--- config.mk ---
export PLATFORM = sky130hd
export DESIGN_NAME = fetch_unit
export DESIGN_NICKNAME = d
export VERILOG_FILES = /design/src/rtl/fetch_pkg.sv /design/src/rtl/fetch_buffer.sv /design/src/rtl/fetch_unit.sv
export SDC_FILE = /design/constraint.sdc
export NUM_CORES = 1
export LEC_CHECK = 0
export CORE_MARGIN = 5
export CORE_UTILIZATION = 30
export DETAILED_ROUTE_END_ITERATION = 10
export SYNTH_ARGS = -nofsm -noshare
export SYNTH_HDL_FRONTEND = slang
export SYNTH_SLANG_ARGS = --single-unit
export TNS_END_PERCENT = 20
--- constraint.sdc ---
create_clock -name clock -period 10.25 [get_ports clock]
set_input_delay 1.5375 -clock clock [delete_from_list [all_inputs] [get_ports clock]]
set_output_delay 1.5375 -clock clock [all_outputs]
set_load 0.02 [all_outputs]
--- src/rtl/fetch_pkg.sv ---
// Shared types, constants and helpers for the decoupled instruction-fetch front end.
package fetch_pkg;
  localparam int DEFAULT_XLEN = 32;
  localparam int PC_STEP      = 4;

  typedef struct packed {
    logic [DEFAULT_XLEN-1:0] pc;
    logic [31:0]             instr;
    logic                    filled;
  } fetch_entry_t;

  // One extra bit over the index so that full and empty are distinguishable.
  function automatic int ptr_width(input int depth);
    return $clog2(depth) + 1;
  endfunction
endpackage

--- src/rtl/fetch_buffer.sv ---
// Circular buffer of fetched instructions: entries are allocated when a request
// is accepted and filled in order as responses return.
module fetch_buffer
  import fetch_pkg::*;
#(
  parameter int XLEN  = DEFAULT_XLEN,
  parameter int DEPTH = 4,
  localparam int PW   = ptr_width(DEPTH)
) (
  input  logic            clock,
  input  logic            reset,
  input  logic            i_flush,
  input  logic            i_alloc,
  input  logic [XLEN-1:0] i_alloc_pc,
  input  logic            i_fill,
  input  logic [31:0]     i_fill_instr,
  input  logic            i_pop,
  output logic [PW-1:0]   o_occ,
  output logic [PW-1:0]   o_inflight,
  output logic            o_head_filled,
  output logic [XLEN-1:0] o_head_pc,
  output logic [31:0]     o_head_instr
);
  localparam int IW = PW - 1;
  localparam logic [PW-1:0] PTR_ONE = PW'(1);

  logic [PW-1:0]   r_head, r_alloc, r_fill;
  logic [IW-1:0]   w_head_idx, w_alloc_idx, w_fill_idx;
  logic [XLEN-1:0] w_pc_arr    [DEPTH];
  logic [31:0]     w_instr_arr [DEPTH];
  logic            w_filled_arr[DEPTH];

  assign w_head_idx  = r_head[IW-1:0];
  assign w_alloc_idx = r_alloc[IW-1:0];
  assign w_fill_idx  = r_fill[IW-1:0];

  always_ff @(posedge clock or negedge reset) begin
    if (!reset) begin
      r_head  <= '0;
      r_alloc <= '0;
      r_fill  <= '0;
    end else if (i_flush) begin
      r_head  <= '0;
      r_alloc <= '0;
      r_fill  <= '0;
    end else begin
      if (i_alloc) r_alloc <= r_alloc + PTR_ONE;
      if (i_fill)  r_fill  <= r_fill + PTR_ONE;
      if (i_pop)   r_head  <= r_head + PTR_ONE;
    end
  end

  // Alloc, fill and pop never target the same entry in one cycle, so each
  // entry owns its registers and simply reacts to whichever pointer hits it.
  for (genvar gi = 0; gi < DEPTH; gi++) begin : g_entry
    localparam logic [IW-1:0] IDX = IW'(gi);
    logic [XLEN-1:0] r_pc;
    logic [31:0]     r_instr;
    logic            r_filled;

    always_ff @(posedge clock or negedge reset) begin
      if (!reset) begin
        r_pc     <= '0;
        r_instr  <= '0;
        r_filled <= 1'b0;
      end else if (i_flush) begin
        r_pc     <= '0;
        r_instr  <= '0;
        r_filled <= 1'b0;
      end else begin
        if (i_alloc && (w_alloc_idx == IDX)) begin
          r_pc     <= i_alloc_pc;
          r_filled <= 1'b0;
        end
        if (i_fill && (w_fill_idx == IDX)) begin
          r_instr  <= i_fill_instr;
          r_filled <= 1'b1;
        end
        if (i_pop && (w_head_idx == IDX)) r_filled <= 1'b0;
      end
    end

    assign w_pc_arr[gi]     = r_pc;
    assign w_instr_arr[gi]  = r_instr;
    assign w_filled_arr[gi] = r_filled;
  end

  assign o_occ         = r_alloc - r_head;
  assign o_inflight    = r_alloc - r_fill;
  assign o_head_filled = w_filled_arr[w_head_idx];
  assign o_head_pc     = w_pc_arr[w_head_idx];
  assign o_head_instr  = w_instr_arr[w_head_idx];
endmodule

--- src/rtl/fetch_unit.sv ---
// Decoupled fetch front end: sequential PC generation, credit-limited request
// issue, in-order response buffering and redirect with in-flight drop tracking.
module fetch_unit
  import fetch_pkg::*;
#(
  parameter int              XLEN     = DEFAULT_XLEN,
  parameter int              DEPTH    = 4,
  parameter logic [XLEN-1:0] RESET_PC = '0
) (
  input  logic            clock,
  input  logic            reset,
  input  logic            redirect_valid,
  input  logic [XLEN-1:0] redirect_pc,
  output logic            imem_req_valid,
  input  logic            imem_req_ready,
  output logic [XLEN-1:0] imem_req_addr,
  input  logic            imem_rsp_valid,
  input  logic [31:0]     imem_rsp_data,
  output logic            fetch_valid,
  input  logic            fetch_ready,
  output logic [31:0]     fetch_instr,
  output logic [XLEN-1:0] fetch_pc,
  output logic            rsp_err
);
  localparam int              PW      = ptr_width(DEPTH);
  localparam logic [PW-1:0]   PTR_ONE = PW'(1);
  localparam logic [PW:0]     CREDITS = (PW+1)'(DEPTH);
  localparam logic [XLEN-1:0] STEP    = XLEN'(PC_STEP);

  logic [XLEN-1:0] r_next_pc;
  logic [PW-1:0]   r_drop_cnt;
  logic            r_rsp_err, r_active;
  logic [PW-1:0]   w_occ, w_inflight, w_outstanding;
  logic [PW:0]     w_credits_used;
  logic            w_req_fire, w_fill, w_pop, w_head_filled, w_drop_nz;
  logic            w_unused_low_bits;

  assign w_unused_low_bits = &{1'b0, redirect_pc[1:0]};

  // Stale responses still owed by memory occupy credits just like live entries.
  assign w_credits_used = {1'b0, w_occ} + {1'b0, r_drop_cnt};
  assign w_outstanding  = r_drop_cnt + w_inflight;
  assign w_drop_nz      = (r_drop_cnt != '0);

  assign imem_req_valid = r_active && (w_credits_used < CREDITS) && !redirect_valid;
  assign imem_req_addr  = r_next_pc;
  assign w_req_fire     = imem_req_valid && imem_req_ready;
  assign w_fill         = imem_rsp_valid && !redirect_valid && !w_drop_nz && (w_inflight != '0);
  assign fetch_valid    = w_head_filled && !redirect_valid;
  assign w_pop          = fetch_valid && fetch_ready;
  assign rsp_err        = r_rsp_err;

  always_ff @(posedge clock or negedge reset) begin
    if (!reset) begin
      r_next_pc  <= RESET_PC;
      r_drop_cnt <= '0;
      r_rsp_err  <= 1'b0;
      r_active   <= 1'b0;
    end else begin
      r_active <= 1'b1;
      if (redirect_valid) begin
        r_next_pc  <= {redirect_pc[XLEN-1:2], 2'b00};
        // A response in the redirect cycle belongs to the old in-flight set.
        r_drop_cnt <= w_outstanding -
                      ((imem_rsp_valid && (w_outstanding != '0)) ? PTR_ONE : '0);
      end else begin
        if (w_req_fire) r_next_pc <= r_next_pc + STEP;
        if (imem_rsp_valid && w_drop_nz) r_drop_cnt <= r_drop_cnt - PTR_ONE;
      end
      if (imem_rsp_valid && (w_outstanding == '0)) r_rsp_err <= 1'b1;
    end
  end

  fetch_buffer #(
    .XLEN  (XLEN),
    .DEPTH (DEPTH)
  ) u_buffer (
    .clock         (clock),
    .reset         (reset),
    .i_flush       (redirect_valid),
    .i_alloc       (w_req_fire),
    .i_alloc_pc    (r_next_pc),
    .i_fill        (w_fill),
    .i_fill_instr  (imem_rsp_data),
    .i_pop         (w_pop),
    .o_occ         (w_occ),
    .o_inflight    (w_inflight),
    .o_head_filled (w_head_filled),
    .o_head_pc     (fetch_pc),
    .o_head_instr  (fetch_instr)
  );
endmodule

Word level (Yosys, flattened, before mapping). Cells that the tools add are included.

Output and inout port bits: 99. Input bits: 70. Register bits: 306. Logic and storage cells: 141.

Bitwise gates (word level): 1. Mux-type cells: 52. Reductions and logical operators: 48. $lt $le $gt $ge: 2. Equality and inequality tests: 9. Add/sub/neg operators: 10.

Operators by type and width (count): 32-bit 2-to-1 mux (22); 32-bit binary-select mux with 2-bit select (2); 32-bit by 3-bit adder with 32-bit output, second input constant (1); 3-bit 2-to-1 mux (8); 2-bit nonzero test (12); 1-bit logical AND (23); 1-bit 2-to-1 mux (19); 4-bit nonzero test (4); 2-bit equality test, second input constant (6); 3-bit by 1-bit adder with 3-bit output, second input constant (3); 3-bit nonzero test (3); 2-bit by 1-bit equality test with 1-bit output, second input constant (3); 2-bit logical NOT (3); 3-bit subtractor (2); 3-bit by 3-bit adder with 4-bit output (1); 4-bit by 3-bit less-than comparator with 1-bit output, second input constant (1); 3-bit adder (1); 3-bit >= comparator, second input constant (1); 3-bit logical NOT (1); 2-bit inverter with 3-bit output (1); 3-bit by 1-bit subtractor with 3-bit output (1); 3-bit by 1-bit subtractor with 3-bit output, second input constant (1); 1-bit binary-select mux with 2-bit select (1); 1-bit logical NOT (2).

Logic depth before layout (Yosys ltp). Gate-level depths: netlist of run 1.

Word-level depth: 11. Gate-level depth with buffers: 15. Mapped depth without buffers: 14.

Hierarchy. From an unflattened synthesis of run 1, not the netlist that was laid out.

Cells, all modules: 1584. Area, all modules: 16834.9 um^2.

By module, submodules not included: fetch_buffer (cells each 1325, area each 14562.7 um^2, times used 1, seq. area each 6731.5 um^2); fetch_unit (cells each 259, area each 2272.2 um^2, times used 1, seq. area each 875.8 um^2).

Worst setup path before layout of run 1. Ideal clock, no wire load.

Path type: flip-flop to output port. Start point: reg u_buffer.r_head[1]. End point: out imem_req_valid. Data arrival time: 2.628 ns. Slack: 6.084 ns. Required time: 8.713 ns. Path buffers: 2. Stages on the path, launching flop included: 10. Path through: dfrtp_1 > clkbuf_1 > clkbuf_1 > inv_1 > fa_1 > xor2_1 > xnor2_1 > ha_1 > nor4_2 > and3_1.

Longest elaborated chain between the ends: 5.

RTL lines: from (decl) (line fetch_buffer.sv:27) `logic [PW-1:0] r_head, r_alloc, r_fill;`; from (signal assigned) (line fetch_buffer.sv:49) `if (i_pop) r_head <= r_head + PTR_ONE;`; 3-bit subtractor (line fetch_buffer.sv:88) `assign o_occ = r_alloc - r_head;`; 3-bit by 3-bit adder with 4-bit output (line fetch_unit.sv:41) `assign w_credits_used = {1'b0, w_occ} + {1'b0, r_drop_cnt};`; 4-bit by 3-bit less-than comparator with 1-bit output (line fetch_unit.sv:45) `assign imem_req_valid = r_active && (w_credits_used < CREDITS) && !redirect_valid;`; 1-bit logical AND (2 in series) (line fetch_unit.sv:45); to (decl) (line fetch_unit.sv:14) `output logic imem_req_valid,`.

Every way passes these cells.

Final worst setup path of run 1.
Start point: reg u_buffer.r_head[0]. End point: out imem_req_valid.

The elaborated chain is that of the path after synthesis.

==> metrics, run 1 <==
Final Hold Fails=0; main combinational cell family by area after synthesis=simple AND/OR/NAND/NOR gates; crit-path max cell delay=930 ps; Final Max Tran Viols=0; GRT Util Overall=15.8%; delay-heaviest family, CP=flip-flops; mux cell area share after synthesis=10.7%; Final #Nets=1672; die area=52500 µm²; H-tree Lvls=2; number of I/O port buffers=164; CTS Buf Count=37; hold-fix buffers at CTS=0; EDFF count, synth=0; # DRC=0; Clk Latency, worst-skew pair=550 ps; CP required=8710 ps; register area share after synthesis=52.1%; # Post-CTS Setup Buffers=0; Worst path most repeated cell=ha_1; Fmax achieved=185 MHz; Slowest cell on crit path=dfrtp_4; Congestion Overflow GR=0; Yosys reg bits=300; cell count after synthesis=1472; DR top layer=met4; Reg2Reg Depth=13; Worst Hold Class=flop to flop; Area Growth Syn to Fin=22.2%; simple-gate share of the synthesized area=19.6%; IO Pins=169; drt wl/cell=19.0 µm; Total Power=2.94 mW; met3 wire length=2.53 mm; status=complete, no violations; clock sinks=300; Synth cell types=59; fraction of layout cells with a size suffix above 1=10.0%; Worst setup EP type=output port; Placeable Area=47600 µm²; crit-path cells=ha_1 -> inv_1 -> fa_1 -> xor2_1 -> xnor2_1 -> ha_1 -> nor4_2 -> and3_1 -> clkdlybuf4s50_1; Clock Pin Slew Worst Setup and Hold Paths=60 ps; Final Cell Area=17600 µm²; Initial DRT Pass Iterations=5; Multi-input gate area=6310 µm²; post-route ant nets=0; Filler Cell Count=4797; Compound-Gate Fraction of Synth Area=9.29%; Leak=7.41 nW; root buf cell=clkbuf_16; Max-Slew Margin vs Limit=20.8%; commonest non-fill, non-tap cell in the layout=nand2_1; met2 WL post-DR=19.9 mm; storage element area=7510 µm²; number of cells on the worst hold path=1; XOR/XNOR Fraction of Synth Area=1.56%; Final Core Density=37.0%; VDD IR max=0.0893 mV; Post-CTS Resized=0; largest net degree at the start of global routing=172; DP Area=16500 µm²; stages on the worst setup path=9; Initial Utilization=30.3%; FFs w/ async S/R, synth=100%; CTS tree=built; Pwr Density=167 nW/µm²; final worst path period need=5410 ps; vias in the first global route=11.7k; cell area after synthesis=14400 µm²; worst path bufs/invs=2; ant diodes=0; crit share post-route=52.8%; CP Class=flop to output port; Vias=11.2k; Adder-Cell Fraction of Synth Area=2.33%; initial antenna violation count=0; most frequent cells in the layout=nand2_1 (510), dfrtp_1 (298), clkdlybuf4s50_1 (162); first-pass GRT wire length=67.4 mm; actual slew at the worst max-slew pin=1180 ps; reg-to-reg slack, setup=5960 ps; crit path max fanout=34; Final Instance Count excl. Fillers=2214; Die Wd=229 µm; final wirelength=42.0 mm; final setup violation count=0; die height=229 µm; vias per cell=5.07; type of origin of the critical path=flop; Starting DRT DRC Count=747; DP HPWL=25.1 mm; Setup Skew=21.4 ps; Max Cap Viol=0; most common flop cell mapped by yosys=dfrtp_1; CTS Buffer Depth=3; Arr. time, crit path=3880 ps; dpl cells=2153; met1 wire length=18.8 mm; RSZ-0062 raised after global routing=false; placer's final routability congestion estimate=0.733; TNS Setup=0 ps; Avg Inst Size Synth=9.79 µm²; Synth warnings=0; num rows=80
==> cell usage after synthesis, drive strengths merged, types with 2 or more instances <==
master / number / area [µm²]
xnor2: 13 / 114
nor4: 6 / 80.1
and3: 9 / 56.3
conb: 2 / 7.51
a211oi: 6 / 45.0
a221oi: 2 / 17.5
a21o: 2 / 15.0
buf: 45 / 275
a311oi: 3 / 26.3
inv: 21 / 78.8
nand3: 68 / 340
ha: 22 / 275
dfrtp: 300 / 7510
nor2: 12 / 55.1
and2: 14 / 87.6
nor2b: 2 / 12.5
fa: 3 / 60.1
mux2i: 9 / 90.1
or4: 3 / 30.0
nand3b: 3 / 22.5
o21ai: 85 / 425
a31oi: 3 / 18.8
o31ai: 4 / 30.0
mux4: 64 / 1440
nand2: 512 / 1920
nand4: 11 / 90.1
xor2: 10 / 87.6
and4: 3 / 26.3
clkbuf: 73 / 274
a21oi: 140 / 701
nor3: 6 / 40.0
==> registers in the layout, indices dropped and copies added, names as in the netlist <==
signal                     flops
u_buffer.g_entry.r_pc        124
r_active                       1
u_buffer.r_fill                3
rsp_err                        1
u_buffer.r_head                3
imem_req_addr                 30
u_buffer.r_alloc               3
u_buffer.g_entry.r_instr     128
u_buffer.g_entry.r_filled      4
r_drop_cnt                     3
==> worst register-to-register path: cells and delay by family (launching register included) <==
family | cells | cell delay, ps
compound gates | 3 | 990
fa+ha+maj | 3 | 950
flops | 1 | 930
buf+inv | 3 | 770
xor+xnor | 2 | 300
simple gates | 2 | 280
==> path summary, 6_finish.rpt <==
check                                                        start                                    endpoint
max                                 u_buffer.r_head[0]$_DFFE_PN0P_                              imem_req_valid
min                        u_buffer.g_entry[0].r_pc[1]$_DFFE_PN0P_     u_buffer.g_entry[0].r_pc[1]$_DFFE_PN0P_
max reg2reg                         u_buffer.r_head[0]$_DFFE_PN0P_    u_buffer.g_entry[0].r_filled$_DFFE_PN0P_
min reg2reg                u_buffer.g_entry[0].r_pc[1]$_DFFE_PN0P_     u_buffer.g_entry[0].r_pc[1]$_DFFE_PN0P_
max in group asynchronous                                    reset              u_buffer.r_head[0]$_DFFE_PN0P_
min in group asynchronous                                    reset  u_buffer.g_entry[2].r_instr[4]$_DFFE_PN0P_
==> metrics by stage <==
step / hold slack [ps] / worst slack [ps]
after floorplan: 445 / 6080
after global placement: 444 / 5120
after detailed placement: 468 / 5130
after CTS: 480 / 4690
after global routing: 495 / 4530
final: 478 / 4840
==> layer usage <==
| metal | global-route usage, % | vias up |
|---|---|---|
| met2 | 25.6 | 350 |
| met1 | 22.0 | 5636 |
| met5 | 0 | - |
| met4 | 3.46 | 0 |
| met3 | 3.39 | 49 |
| li1 | - | 5180 |
==> where the power goes <==
part / switching [mW] / leakage, nW / total (mW) / internal [mW]
sequential: 0.0610 / 4.06 / 1.30 / 1.24
combinational: 0.229 / 2.80 / 0.402 / 0.173
clock: 0.515 / 0.551 / 1.24 / 0.729
==> layout make-up <==
| type | count | area share (%) |
|---|---|---|
| inverters | 22 | 0.476 |
| well taps | 615 | 4.37 |
| flip-flops and latches | 300 | 42.7 |
| clock inverters | 11 | 0.646 |
| repair buffers | 183 | 10.2 |
| multi-input cells | 1033 | 35.8 |
| clock buffers | 50 | 5.82 |
==> cell families (layout without fill, tap and decap cells) <==
logic type | Yosys count | count (layout)
flip-flops | 300 | 300
AO/OA/AOI/OAI | 252 | 252
AND/OR/NAND/NOR | 655 | 655
other | 2 | 3
XOR/XNOR | 24 | 24
adder cells (fa/ha/maj) | 25 | 25
buffers and inverters | 140 | 266
multiplexers | 74 | 74
Power figures use the tool's default switching activity.
==> run 2, diff against run 1 <==
Clock period 10.25 ns to 4.7 ns, I/O delays scaled along.
==> metrics, run 2 (same netlist as run 1, synthesis figures left out) <==
crit-path cells=inv_1 -> ha_1 -> inv_1 -> fa_1 -> xor2_1 -> xnor2_1 -> ha_1 -> nor4_2 -> and3_1 -> clkdlybuf4s50_1; hold-fix buffers at CTS=0; initial antenna violation count=1; Congestion Overflow GR=0; Top reg by flops=u_buffer.g_entry.r_instr; final wirelength=42.7 mm; H-tree Lvls=2; CTS Buf Count=38; # Post-CTS Setup Buffers=0; vias per cell=5.06; Final Instance Count excl. Fillers=2232; Final #Nets=1684; largest net degree at the start of global routing=111; drt wl/cell=19.1 µm; number of I/O port buffers=164; CTS tree=built; Pwr Density=380 nW/µm²; IO Pins=169; VDD IR max=0.220 mV; Worst Hold Class=input port to asynchronous set/reset pin; Max-Slew Margin vs Limit=22.8%; Filler Cell Count=4783; final worst path period need=4090 ps; crit share post-route=87.0%; first-pass GRT wire length=68.0 mm; post-route ant nets=0; Initial DRT Pass Iterations=7; commonest non-fill, non-tap cell in the layout=nand2_1; Die Wd=229 µm; die height=229 µm; # DRC=0; TNS Setup=0 ps; Total Power=6.84 mW; GRT Util Overall=16.1%; type of origin of the critical path=flop; root buf cell=clkbuf_16; Initial Utilization=30.3%; most frequent cells in the layout=nand2_1 (512), dfrtp_1 (298), clkdlybuf4s50_1 (162); fraction of layout cells with a size suffix above 1=11.1%; die area=52500 µm²; num rows=80; actual slew at the worst max-slew pin=1160 ps; clock sinks=300; vias in the first global route=11.7k; crit path max fanout=5; Starting DRT DRC Count=809; Final Core Density=37.7%; Clk Latency, worst-skew pair=560 ps; Final Max Tran Viols=0; final setup violation count=0; Leak=7.60 nW; crit-path max cell delay=630 ps; Slowest cell on crit path=clkdlybuf4s50_1; CTS Buffer Depth=3; Setup Skew=30.6 ps; Clock Pin Slew Worst Setup and Hold Paths=50 ps; Arr. time, crit path=3390 ps; Max Cap Viol=0; status=complete, no violations; placer's final routability congestion estimate=0.733; DP HPWL=25.8 mm; max reg flops=128; Placeable Area=47600 µm²; dpl cells=2164; CP required=3990 ps; Vias=11.3k; worst hold slack=233 ps; CP Class=flop to output port; Post-CTS Resized=0; Fmax achieved=244 MHz; Area Growth Syn to Fin=24.7%; Final Hold Fails=0; RSZ-0062 raised after global routing=false; Worst setup EP type=output port
==> run 2: worst paths after layout <==
path	to	start	depth (start not counted)	slack, ps
setup / recovery	imem_req_valid	u_buffer.r_alloc[0]$_DFFE_PN0P_	10	610
hold / removal	u_buffer.g_entry[1].r_instr[5]$_DFFE_PN0P_	reset	1	230
setup reg to reg	u_buffer.g_entry[1].r_pc[28]$_DFFE_PN0P_	u_buffer.r_alloc[0]$_DFFE_PN0P_	13	930
hold reg to reg	rsp_err$_DFFE_PN0P_	rsp_err$_DFFE_PN0P_	1	460
max in group asynchronous	u_buffer.r_alloc[1]$_DFFE_PN0P_	reset	2	3400
min in group clock	rsp_err$_DFFE_PN0P_	rsp_err$_DFFE_PN0P_	1	460
==> run 2: metrics by stage <==
stage,instance area [µm²],setup slack (ps)
final,18000,609
after global routing,18000,378
after CTS,18000,539
after detailed placement,16600,941
after global placement,16600,967
after floorplan,14400,1120
==> run 2: metal layers <==
metal  vias to the layer above  track usage [%]  routed length, µm  share of wire (%)
li1                       5210                -                  -                  -
met1                      5677             21.2              18300                 43
met2                       361             27.0              21000                 49
met3                        49             3.96               2690                6.3
met4                         0             3.44                703                1.6
met5                         -                0                  0                  0
==> run 2: power breakdown <==
part / switching, mW / internal (mW) / total, mW
clock network: 1.16 / 1.98 / 3.14
logic: 0.500 / 0.380 / 0.880
registers: 0.127 / 2.69 / 2.82
==> run 2: layout make-up <==
type                       instances  area, µm²  share of cell area, %
inverter                          22       83.8                  0.466
tap                              615        769                   4.28
antenna                            1       2.50                 0.0139
multi-input combinational       1033       6300                   35.1
timing repair buffer             194       1940                   10.8
clock buffer                      49       1090                   6.08
clock inverter                    18        273                   1.52
sequential                       300       7510                   41.8
==> run 2: worst max-delay path: cells and delay by family, from the launching register on <==
kind	cells	cell delay (ps)
DFF	1	410
xor gates and xnor gates	2	340
and+or+nand+nor	2	470
buffers and inverters	3	830
adders and majority gates	3	810
